<file path="src/rtl/slice_serial_adder_pkg.sv">
// Shared constants for the slice-serial adder.
// Optional build macro: SLICE_SERIAL_ADDER_OVF_EN adds the signed overflow flag.
`ifndef SLICE_SERIAL_ADDER_PKG_SV
`define SLICE_SERIAL_ADDER_PKG_SV

`define SLICE_SERIAL_ADDER_CHECK(W, S) \
  if (((W) % (S)) != 0) begin : g_width_check \
    $error("WIDTH must be a multiple of SLICE"); \
  end

package slice_serial_adder_pkg;

  typedef enum logic [1:0] {
    IDLE = 2'd0,
    RUN  = 2'd1,
    DONE = 2'd2
  } state_t;

endpackage

`endif

</file>
<file path="src/rtl/slice_serial_adder_add_slice.sv">
// Combinational SLICE-bit ripple-carry adder.
// Built as a chain of 1-bit full adders.
module add_slice
  import slice_serial_adder_pkg::*;
#(
  parameter int SLICE = 4
) (
  output logic [SLICE-1:0] sum,
  output logic             cout,
  input  logic [SLICE-1:0] a,
  input  logic [SLICE-1:0] b,
  input  logic             cin
);

  logic [SLICE:0] c;

  assign c[0] = cin;

  for (genvar i = 0; i < SLICE; i++) begin : g_fa
    assign sum[i]   = a[i] ^ b[i] ^ c[i];
    assign c[i+1]   = (a[i] & b[i]) | (c[i] & (a[i] ^ b[i]));
  end

  assign cout = c[SLICE];

endmodule

</file>
<file path="src/rtl/slice_serial_adder.sv">
// Wide adder that processes SLICE bits per clock through one adder slice.
// Optional build macro: SLICE_SERIAL_ADDER_OVF_EN adds output ovf.
module slice_serial_adder
  import slice_serial_adder_pkg::*;
#(
  parameter int WIDTH = 16,
  parameter int SLICE = 4
) (
  input  logic             clk,
  input  logic             rst_n,
  input  logic             in_valid,
  output logic             in_ready,
  input  logic [WIDTH-1:0] a,
  input  logic [WIDTH-1:0] b,
  input  logic             cin,
  output logic             out_valid,
  input  logic             out_ready,
  output logic [WIDTH-1:0] sum,
`ifdef SLICE_SERIAL_ADDER_OVF_EN
  output logic             ovf,
`endif
  output logic             cout
);

  `SLICE_SERIAL_ADDER_CHECK(WIDTH, SLICE)

  localparam int NSLICE = WIDTH / SLICE;
  localparam int CW = (NSLICE > 1) ? $clog2(NSLICE) : 1;
  localparam logic [CW-1:0] LAST = CW'(NSLICE - 1);

  state_t           state;
  logic [WIDTH-1:0] a_q;
  logic [WIDTH-1:0] b_q;
  logic             carry;
  logic [CW-1:0]    cnt;

  logic [SLICE-1:0] s_a;
  logic [SLICE-1:0] s_b;
  logic [SLICE-1:0] s_sum;
  logic             s_cout;
  logic [WIDTH-1:0] sum_nxt;

  assign s_a = a_q[SLICE-1:0];
  assign s_b = b_q[SLICE-1:0];

  add_slice #(
    .SLICE(SLICE)
  ) u_slice (
    .sum (s_sum),
    .cout(s_cout),
    .a   (s_a),
    .b   (s_b),
    .cin (carry)
  );

  // New slice result enters at the top; earlier slices move down.
  assign sum_nxt = (sum >> SLICE)
                 | (WIDTH'(s_sum) << (WIDTH - SLICE));

`ifdef SLICE_SERIAL_ADDER_OVF_EN
  logic msb_cin;

  // Carry into the operand MSB recovered from the final slice's top bit.
  assign msb_cin = s_a[SLICE-1] ^ s_b[SLICE-1] ^ s_sum[SLICE-1];
`endif

  // Sequencer: capture, shift through the slice, hold result.
  always_ff @(posedge clk or negedge rst_n) begin
    if (!rst_n) begin
      state     <= IDLE;
      in_ready  <= 1'b1;
      out_valid <= 1'b0;
      sum       <= '0;
      cout      <= 1'b0;
      a_q       <= '0;
      b_q       <= '0;
      carry     <= 1'b0;
      cnt       <= '0;
`ifdef SLICE_SERIAL_ADDER_OVF_EN
      ovf       <= 1'b0;
`endif
    end else begin
      unique case (state)
        IDLE: begin
          if (in_valid) begin
            a_q      <= a;
            b_q      <= b;
            carry    <= cin;
            cnt      <= '0;
            in_ready <= 1'b0;
            state    <= RUN;
          end
        end
        RUN: begin
          a_q   <= a_q >> SLICE;
          b_q   <= b_q >> SLICE;
          sum   <= sum_nxt;
          carry <= s_cout;
          if (cnt == LAST) begin
            cout      <= s_cout;
`ifdef SLICE_SERIAL_ADDER_OVF_EN
            ovf       <= s_cout ^ msb_cin;
`endif
            out_valid <= 1'b1;
            state     <= DONE;
          end else begin
            cnt <= cnt + 1'b1;
          end
        end
        DONE: begin
          if (out_ready) begin
            out_valid <= 1'b0;
            in_ready  <= 1'b1;
            state     <= IDLE;
          end
        end
        default: begin
          out_valid <= 1'b0;
          in_ready  <= 1'b1;
          state     <= IDLE;
        end
      endcase
    end
  end

endmodule
</file>
<file path="config.mk">
export PLATFORM = sky130hd
export DESIGN_NAME = slice_serial_adder
export DESIGN_NICKNAME = d
export VERILOG_FILES = /design/src/rtl/slice_serial_adder_pkg.sv /design/src/rtl/slice_serial_adder_add_slice.sv /design/src/rtl/slice_serial_adder.sv
export SDC_FILE = /design/constraint.sdc
export NUM_CORES = 1
export LEC_CHECK = 0
export CAP_MARGIN = 10
export CORE_ASPECT_RATIO = 1.25
export CORE_UTILIZATION = 45
export CTS_BUF_LIST = sky130_fd_sc_hd__clkbuf_16
export CTS_CLUSTER_SIZE = 24
export DETAILED_ROUTE_END_ITERATION = 7
export PLACE_DENSITY = 0.75
export SLEW_MARGIN = 30
export SYNTH_ARGS = -nofsm -noshare
export SYNTH_HDL_FRONTEND = slang
export SYNTH_SLANG_ARGS = --single-unit
</file>
<file path="constraint.sdc">
create_clock -name clk -period 1.9 [get_ports clk]
set_input_delay 0.285 -clock clk [delete_from_list [all_inputs] [get_ports clk]]
set_output_delay 0.285 -clock clk [all_outputs]
set_load 0.02 [all_outputs]
</file>
==> results.yml <==
floorplanning:
  rows: 30
  num_io_pins: 56
  floorplan.core_area_mm2: 0.005480
  start_util_pct: 47.37
  die_h_um: 86.92
  die_w_um: 69.94
  dieArea_mm2: 0.006079
critical_path:
  required_ps: 2110
  cp-start-kind: "register"
  setup.worst_path.end_class: "register"
  crit_arrival_ps: 2280
  r2r-end: "sum[15]"
  reg2regPathDepth: 8
  rrSetupSlack_ps: -160
  critPathKind: "register to register"
  crit_fanout: 2
  reg2reg_from: "a_q[0]"
yosys:
  syn-instance-count: 260
  syn_avg_cell_area_um2: 9.986
  yosys_warnings: 0
  synth_top_cell_by_area: "dfrtp_1"
  yosysUniqueCellTypes: 32
  syn_nets: 302
  synth_top_cell_area_share_pct: 53.01
  ys_top_cells_by_area: "dfrtp_1, nand2_1, o22ai_1, o21ai_0, fa_1"
  synth_seq_cells: 56
  syn_area_mm2: 0.002596
  yosysSeqAreaShare_pct: 54.02
power:
  powerDensity_mw_per_mm2: 1808
  peakVddDrop_v: 0.001204
  finalPower_mw: 6.303
  leakagePower_nw: 1.532
final_layout:
  fillers: 468
  layout_common_cells: "nand2_1, dfrtp_1, clkdlybuf4s50_1, o22ai_1, o21ai_0"
  layout.area.seq_mm2: 0.001403
  antenna_cells: 0
  nets: 365
  syn2layout_area_growth_pct: 34.31
  multi_input_area_mm2: 0.001059
  drive_gt1_share_pct: 14.55
  postLayoutCellArea_mm2: 0.003487
grt:
  grt_pass1_vias: 2189
  grt_max_degree: 41
  grt_pass1_wl_um: 10260
  grt-ovfl-total: 0
  grt_usage_pct: 21.53
  antenna_found_initial: 0
sta:
  hold_violations: 0
  clock.fmax_mhz: 485.0
  finalSetupViolCount: 2
  finalClockSkew_ps: 8.286
  relSlewSlack_pct: 71.26
  min_period_over_period_pct: 108.5
  tightestPinTransition_ps: 430.9
  rsz0062_at_grt: "yes"
  fin_crit_ps: 2062
  postLayoutSetupSlackWorst_ps: -162.1
  finalMaxSlewViolations: 0
  fin_tns_setup_ps: -241.5
placed_design:
  placed_area_mm2: 0.003271
  pre_cts_ws_ps: -180.9
  io_buffers: 55
  dpl.hpwl_um: 4183
  gp_congestion: 0.7599
clocking:
  cts-root-buf: "clkbuf_16"
  path_clk_slew_ps: 70
  clock-sinks: 56
  numCtsBuffers: 5
  cts_buffer_depth: 2
  cts_tree: "done"
  h-tree-depth: 2
  clk_latency_ps: 290
run_status:
  violations: "negative setup slack"
  status: "finished with violations"
detailed_routing:
  finalWirelength_um: 5971
  wl_per_cell_um: 15.43
  post-route-drc-count: 0
  dr.pass1.iters: 4
  vias: 2150
  vias_per_cell: 5.556
  drt-initial-drc-count: 99
  antenna_left: 0
hold_path:
  hp-class: "input port to asynchronous set/reset pin"
flow_run:
  maxCapViolCount: 0
worst max-delay path: stages (launching register included):
cell and delay, ps:
dfrtp_1 400, fa_2 390, inv_2 60, fa_2 180, inv_2 40, fa_2 320, inv_2 60, fa_1 410
o21ai_1 120
synthesized netlist by cell type:
library cell	instances
or2b_1	1
and2b_1	1
nor2b_1	1
nor3_1	15
nand2b_4	1
a2bb2oi_1	2
buf_4	3
ha_1	1
o21ai_0	20
mux2_2	1
inv_1	10
dfrtp_1	55
nor2_2	2
nor2_1	16
dfstp_2	1
o32ai_1	9
buf_6	2
nand2b_1	1
nand3b_1	5
fa_1	4
a22o_1	3
o221a_2	4
a221oi_1	1
nand2_1	55
o22a_1	1
a21oi_1	4
buf_2	11
or2_4	1
o31ai_1	1
o32ai_2	3
o22ai_1	22
clkbuf_1	3
routing by layer:
layer,track usage (%),part of all wire [%]
met1,26.72,43
met2,37.50,53
met3,3.356,3.0
met4,9.091,1.4
met5,0,0
state kept, by name, summed over array words and instances, names as in the netlist:
signal,flops
a_q,16
b_q,16
carry,1
cnt,2
cout,1
in_ready,1
out_valid,1
state,2
sum,16
stage by stage:
step	instances	hold WS [ps]	utilization, %
floorplan	260	-10.59	-
global placement	377	241.5	59.68
detailed placement	377	246.9	59.68
finish	387	463.1	63.63
global route	387	493.0	63.63
CTS	387	476.6	63.63
cell families (layout without fill, tap and decap cells):
| logic type | count (synthesis) | count (layout) | share of synthesized area, % |
|---|---|---|---|
| buf+inv | 29 | 92 | 5.735 |
| fa+ha+maj | 5 | 5 | 3.566 |
| mux | 1 | 1 | 0.4337 |
| flops | 56 | 56 | 54.02 |
| simple gates | 99 | 99 | 17.01 |
| compound gates | 70 | 70 | 19.23 |
how the worst max path moves through the flow:
stage / startpoint / to / slack, ps / cells after the start
2_1_floorplan: carry / sum[15] / -100 / 8
6_report: a_q[0] / sum[15] / -160 / 8
3_3_place_gp: carry / sum[15] / -120 / 8
3_5_place_dp: carry / sum[15] / -180 / 8
4_1_cts: a_q[0] / sum[15] / -170 / 8
5_1_grt: a_q[0] / sum[15] / -250 / 8
layout make-up:
| class | count | area share, % |
|---|---|---|
| Multi-Input combinational cell | 175 | 30.36 |
| Tap cell | 64 | 2.296 |
| Clock buffer | 5 | 3.588 |
| Sequential cell | 56 | 40.22 |
| Timing Repair Buffer | 75 | 20.74 |
| Clock inverter | 2 | 1.722 |
| Inverter | 10 | 1.076 |
what timing repair did:
item	in CTS	in global routing
buffers inserted	2	0
hold endpoints to repair	17	0
setup endpoints to repair	3	3
gates resized for setup	2	1
hold buffers	1	0
pin swaps	2	0
report_power, final:
group	switching, mW	total, mW	internal [mW]	leakage, nW
sequential	0.447	2.22	1.77	0.685
combinational	1.56	2.94	1.38	0.757
clock	0.398	1.15	0.748	0.0899
Note: power is estimated with default switching activity, not from simulation.
